--- config.mk ---
export PLATFORM = sky130hd
export DESIGN_NAME = alu_op_sequencer
export DESIGN_NICKNAME = d
export VERILOG_FILES = /design/src/rtl/alu_op_sequencer.sv
export SDC_FILE = /design/constraint.sdc
export NUM_CORES = 1
export LEC_CHECK = 0
export ABC_AREA = 1
export BUFFER_PORTS_ARGS = -buffer_cell sky130_fd_sc_hd__buf_2
export CAP_MARGIN = 5
export CELL_PAD_IN_SITES_DETAIL_PLACEMENT = 0
export CELL_PAD_IN_SITES_GLOBAL_PLACEMENT = 1
export CORE_MARGIN = 2
export CORE_UTILIZATION = 41
export CTS_CLUSTER_DIAMETER = 60
export DETAILED_ROUTE_END_ITERATION = 16
export HOLD_SLACK_MARGIN = 0.1
export MAX_ROUTING_LAYER = met4
export PLACE_DENSITY_LB_ADDON = 0.1
export SLEW_MARGIN = 20
export SYNTH_ARGS = -nofsm -noshare
export SYNTH_HDL_FRONTEND = slang
export SYNTH_SLANG_ARGS = --single-unit
--- constraint.sdc ---
create_clock -name clk -period 5.5 [get_ports clk]
set_clock_uncertainty 0.1 [all_clocks]
set_input_delay 0.55 -clock clk [delete_from_list [all_inputs] [get_ports clk]]
set_output_delay 0.55 -clock clk [all_outputs]
set_load 0.02 [all_outputs]
--- src/rtl/alu_op_sequencer.sv ---
// alu_op_sequencer: handshake front-end that issues ADD/AND/XOR to the ALU and runs MULTIPLY as shift-add
module alu_op_sequencer #(
  parameter int WIDTH = 8
) (
  input  logic                 clk,
  input  logic                 rst_n,
  input  logic                 in_valid,
  output logic                 in_ready,
  input  logic [2*WIDTH+1:0]   in_instr,
  output logic [2*WIDTH+1:0]   alu_instr,
  input  logic [WIDTH-1:0]     alu_out,
  input  logic                 alu_ovf,
  input  logic                 alu_carry,
  output logic                 out_valid,
  input  logic                 out_ready,
  output logic [2*WIDTH-1:0]   out_result,
  output logic                 out_ovf,
  output logic                 out_carry,
  output logic                 busy
);
  localparam int CW = $clog2(WIDTH);
  typedef enum logic [1:0] {IDLE, EXEC, MUL, DONE} state_t;
  state_t state, state_nx;
  logic [2*WIDTH-1:0] acc, acc_nx, partial;
  logic [CW-1:0] cnt;
  logic last;
  logic [WIDTH-1:0] oper1, oper2;
  assign oper1   = alu_instr[2*WIDTH-1:WIDTH];
  assign oper2   = alu_instr[WIDTH-1:0];
  assign last    = cnt == CW'(WIDTH-1);
  assign partial = oper2[cnt] ? ({{WIDTH{1'b0}}, oper1} << cnt) : '0;
  assign acc_nx  = acc + partial;
  // state register
  always_ff @(posedge clk) begin
    if (!rst_n) state <= IDLE;
    else state <= state_nx;
  end
  // next-state and handshake outputs
  always_comb begin
    state_nx  = state;
    in_ready  = state == IDLE;
    out_valid = state == DONE;
    busy      = state != IDLE;
    case (state)
      IDLE: state_nx = in_valid ? (in_instr[2*WIDTH+1:2*WIDTH] == 2'b11 ? MUL : EXEC) : IDLE;
      EXEC: state_nx = DONE;
      MUL:  state_nx = last ? DONE : MUL;
      DONE: state_nx = out_ready ? IDLE : DONE;
      default: state_nx = IDLE;
    endcase
  end
  // instruction capture, multiplier iteration and result registers
  always_ff @(posedge clk) begin
    if (!rst_n) begin
      alu_instr  <= '0;
      acc        <= '0;
      cnt        <= '0;
      out_result <= '0;
      out_ovf    <= 1'b0;
      out_carry  <= 1'b0;
    end else if (state == IDLE && in_valid) begin
      alu_instr <= in_instr;
      acc       <= '0;
      cnt       <= '0;
    end else if (state == EXEC) begin
      out_result <= {{WIDTH{1'b0}}, alu_out};
      out_ovf    <= alu_ovf;
      out_carry  <= alu_carry;
    end else if (state == MUL) begin
      acc <= acc_nx;
      cnt <= cnt + 1'b1;
      if (last) begin
        out_result <= acc_nx;
        out_ovf    <= 1'b0;
        out_carry  <= 1'b0;
      end
    end
  end
endmodule

# [Word-level counts from Yosys, hierarchy flattened]
# Cells that the tools add are included.
[totals] regBits=57 inputBits=32 output_inout_bits=39 elab_cells=42
[classes] addsub=2 n_lt_le_gt_ge=1 eq_ne=5 n_shift=1 mux=15 n_bitwise=3 n_reduce_logical=8
[ops] operator="2-to-1 mux 16 bit" n=4
[ops] operator="adder 16 bit" n=1
[ops] operator="<< shifter 8 x 3 -> 16 bit" n=1
[ops] operator="one-hot mux 2 bit (4 select lines)" n=1
[ops] operator="== test 2 bit (second input constant)" n=3
[ops] operator="2-to-1 mux 1 bit" n=6
[ops] operator="2-to-1 mux 2 bit" n=3
[ops] operator="nonzero test 2 bit" n=3
[ops] operator="< comparator 3 x 4 -> 1 bit (second input constant)" n=1
[ops] operator="adder 3 x 1 -> 3 bit (second input constant)" n=1
[ops] operator="binary-select mux 1 bit (select 3 bit)" n=1
[ops] operator="== test 3 bit (second input constant)" n=1
[ops] operator="inverter 1 bit" n=3
[ops] operator="AND reduction 3 bit" n=1
[ops] operator="== test 2 x 1 -> 1 bit (second input constant)" n=1
[ops] operator="zero test 2 bit" n=1
[ops] operator="AND reduction 2 bit" n=1
[ops] operator="OR reduction 2 bit" n=1
[ops] operator="logical AND 1 bit" n=1

# [Longest topological paths before layout]
[logic_depth] ltp_word=7 mapped_depth=21 depth_no_buf=20

# [Worst setup path after synthesis]
# No wires, ideal clock.
[synth_timing] kind="flip-flop to flip-flop" start="reg cnt[0]" end="reg acc[14]" setup_ps=109 t_arrival_ps=2124 required_ps=5291 setup_slack_ps=3167 path_stages_with_launch=19 path_buffers=1 period_less_slack_ps=2333 path_cell_list="dfxtp_1 buf_6 inv_2 o21ai_0 o22ai_1 nand2_2 nor3_1 ha_1 fa_1 nand2_1 nand2_1 nand3b_1 nand2_2 nand2_1 nand3_1 nand2_1 nand2_1 nand2_1 inv_1"
[synth_via] elab_chain_cells=4 elab_cells_between_ends=5 cone_classes="1 x add/sub; 1 x shift; 3 x mux"
[synth_rtl] item="from (decl)" line="25" text="logic [CW-1:0] cnt;"
[synth_rtl] item="from (signal assigned)" line="71" text="cnt <= cnt + 1'b1;"
[synth_rtl] item="binary-select mux 1 bit (select 3 bit)" line="31" text="assign partial = oper2[cnt] ? ({{WIDTH{1'b0}}, oper1} << cnt) : '0;"
[synth_rtl] item="2-to-1 mux 1 bit (not written as such)" line="31"
[synth_rtl] item="2-to-1 mux 16 bit (*)" line="31"
[synth_rtl] item="adder 16 bit (*)" line="32" text="assign acc_nx = acc + partial;"
[synth_rtl] item="to (signal assigned)" line="70" text="acc <= acc_nx;"
[synth_rtl] item="to (decl)" line="24" text="logic [2*WIDTH-1:0] acc, acc_nx, partial;"
# Every way passes the cells marked *; elsewhere a longest branch is shown, timed or not. The select of a mux whose other input is x is not followed.
# A chain may end at the register's enable or synchronous reset.

# [Final worst setup path]
[layout_timing] start="reg cnt[1]" end="reg out_result[15]"
[layout_via] elab_chain_cells=7 elab_cells_between_ends=11 cone_classes="1 x add/sub; 1 x eq/ne; 1 x shift; 6 x mux; 2 x reduce/logical"
[layout_rtl] item="binary-select mux 1 bit (select 3 bit)" line="31"
[layout_rtl] item="2-to-1 mux 1 bit (not written as such)" line="31"
[layout_rtl] item="2-to-1 mux 16 bit" line="31"
[layout_rtl] item="adder 16 bit" line="32"
[layout_rtl] item="2-to-1 mux 16 bit" line="72" text="if (last) begin"
[layout_rtl] item="2-to-1 mux 16 bit" line="69" text="end else if (state == MUL) begin"
[layout_rtl] item="2-to-1 mux 16 bit" line="65" text="end else if (state == EXEC) begin"
[layout_rtl] item="to (signal assigned)" line="66" text="out_result <= {{WIDTH{1'b0}}, alu_out};"
[layout_rtl] item="to (signal assigned)" line="73" text="out_result <= acc_nx;"
[layout_rtl] item="to (decl)" line="16" text="output logic [2*WIDTH-1:0] out_result,"
# Several ways; a longest one is shown, not always the timed one. The select of a mux whose other input is x is not followed.

==> results.toml <==
[status]
outcome = "complete, no violations"

[routing]
num_vias = 3570
wl_per_cell_um = 13.8
wirelength_um = 10200
post-route-drc-count = 0
drt_iter0_markers = 176
drt-pass1-iter-count = 5
detail_route.vias_per_cell = 4.85
ant_nets = 0

[clock_tree]
holdBufCountCts = 0
postCtsSetupBuffers = 0
clk_pin_slew_ps = 70
clock_path_buffers = 2
cts_htree_levels = 3
cts_resized = 0
cts-root-buf = "clkbuf_8"
cts_buffers = 9
insertion_delay_ps = 340
cts.sinks = 57
cts_tree = "done"

[place]
gp_congestion = 0.894
placed_cells = 720
port_buffers = 70
dp_hpwl_um = 7740

[logic_synthesis]
syn-num-nets = 615
synth_cells = 561
yosysMostFrequentCell = "nand2_1"
netlist_area_um2 = 3560
ys_ff_latch = 57
netlist_top_cells_area = "dfxtp_1 32%, nand2_1 16%, nor2_1 9.2%"
synth_flop_cell = "dfxtp_1"
async_flop_share_pct = 0
synth_top_area_share_pct = 32.0
synthDistinctLibCells = 34
synth-edff-count = 0
netlist_top_cells_count = "149 x nand2_1, 87 x nor2_1, 68 x inv_1"
syn_area_per_cell_um2 = 6.35
synth_warnings = 0
ys_seq_area_share_pct = 32.0
synth_top_area_cell = "dfxtp_1"

[floorplanning]
die_h_um = 97.2
core_area_um2 = 8590
die_area_um2 = 9450
die_x_um = 97.2
ios = 71
rows = 34
initial_core_util_pct = 41.5

[timing]
final-hold-violation-count = 0
tightest_slew_ps = 746
tns_ps = 0
setup_viol = 0
slew_headroom_pct = 50.2
fin_crit_sh_pct = 54.6
maxSlewViolCount = 0
max_freq_mhz = 333
rsz0062_at_grt = "false"
fin_crit_ps = 3000

[grt]
grt_pass1_wl_um = 16900
grt_pass1_vias = 3345
grt_usage_pct = 22.9
antenna_found_initial = 0
grt.overflow.total = 0
grt_max_degree = 29

[final_layout]
syn_to_final_growth_pct = 16.3
nets = 677
fin_cells = 736
drive_gt1_share_pct = 17.2
antennaDiodeCount = 0

[pwr]
pwr_density_cell_nw_per_um2 = 241
power_leakage_nw = 2.21
irDropWorstVdd_uv = 141

[setup_path]
crit_type = "reg2reg"
rrSetupSlack_ps = 2500
endpoint_kind = "register"
required_ps = 5670
crit_path_start_kind = "register"
cp_max_fo = 16
arrival_ps = 3170
rr_startpoint = "cnt[1]"
r2r-end = "out_result[15]"
rr_worst_depth = 17

[hold_path]
hold_depth = 3
min-delay-start = "in_instr[1]"
min_to = "alu_instr[1]"
hold_class = "in2reg"

[job]
maxCapViolCount = 0
## worst max-delay path by stage
stage	slack, ps	to	start	cells after the start
2_1_floorplan	3170	acc[14]	cnt[0]	18
3_3_place_gp	2560	out_result[15]	cnt[0]	16
3_5_place_dp	2530	out_result[15]	cnt[0]	17
4_1_cts	2510	out_result[15]	cnt[1]	17
5_1_grt	2100	out_result[15]	cnt[1]	17
6_report	2500	out_result[15]	cnt[1]	17
## kinds of logic after synthesis
| kind of cell | synth area share (%) |
|---|---|
| muxes | 0.562 |
| xor gates and xnor gates | 1.72 |
| buffers and inverters | 10.7 |
| adders and majority gates | 7.94 |
| and+or+nand+nor | 32.1 |
| AOI/OAI and AO/OA | 14.9 |
| DFF | 32.0 |
## flip-flops by register name, summed over array words and instances, names as in the netlist
signal,count
alu_instr,18
acc,16
out_result,16
cnt,3
state,2
out_carry,1
out_ovf,1
## cell type report
cell class | count | area [µm²]
clock buffer | 11 | 141
inverter | 73 | 274
fill | 930 | 4450
sequential | 57 | 1140
clock inverter | 5 | 55.1
multi-input combinational | 411 | 2040
tap | 108 | 135
timing repair buffer | 71 | 358
## critical path, cell delays in order (launching register included)
cell,delay [ps]
dfxtp_1,600
inv_1,270
o21ai_1,140
o22ai_1,90
nand2_2,130
nand2_2,110
o21ai_0,100
inv_1,80
ha_1,350
nand2_2,140
inv_2,40
nand2_1,60
nand2_1,70
a21oi_1,190
nand2_1,80
nand2_1,70
nand3_1,130
a21oi_1,170
## metal layers
metal | track usage [%] | wire, µm
met5 | - | 0
met4 | 6.52 | 164
met3 | 3.88 | 421
met2 | 30.8 | 4040
met1 | 34.8 | 5550
## placed cells by master (no fill, tap or decap), types with 4 or more instances in the layout
master / Yosys / routed
nand3_1: 18 / 18
nor3_1: 6 / 6
nand2_1: 149 / 149
dfxtp_1: 57 / 57
a21oi_1: 37 / 37
nor2_1: 87 / 87
clkbuf_8: 0 / 10
inv_2: 4 / 4
ha_1: 21 / 21
inv_1: 68 / 68
nand2_2: 9 / 9
xor2_1: 5 / 5
o21ai_0: 45 / 45
o21ai_1: 11 / 11
buf_2: 5 / 70
## stage by stage
step	setup slack (ps)	area, µm²	total power [W]	hold WS (ps)	util [%]
after floorplan	3170	3560	0.000550	345	-
after detailed placement	2530	3950	0.000601	352	46.0
after CTS	2510	4150	0.00101	343	48.2
after global routing	2100	4150	0.00104	359	48.2
final	2500	4150	0.00100	362	48.2
after global placement	2560	3950	0.000600	350	46.0
## report_power, final
part	internal, W	leakage [nW]	switching [W]	total, W
sequential	0.000431	0.464	0.0000165	0.000447
combinational	0.0000484	1.65	0.0000969	0.000145
clock	0.000220	0.0953	0.000188	0.000408
No activity file was read; power rests on OpenSTA's default activity.
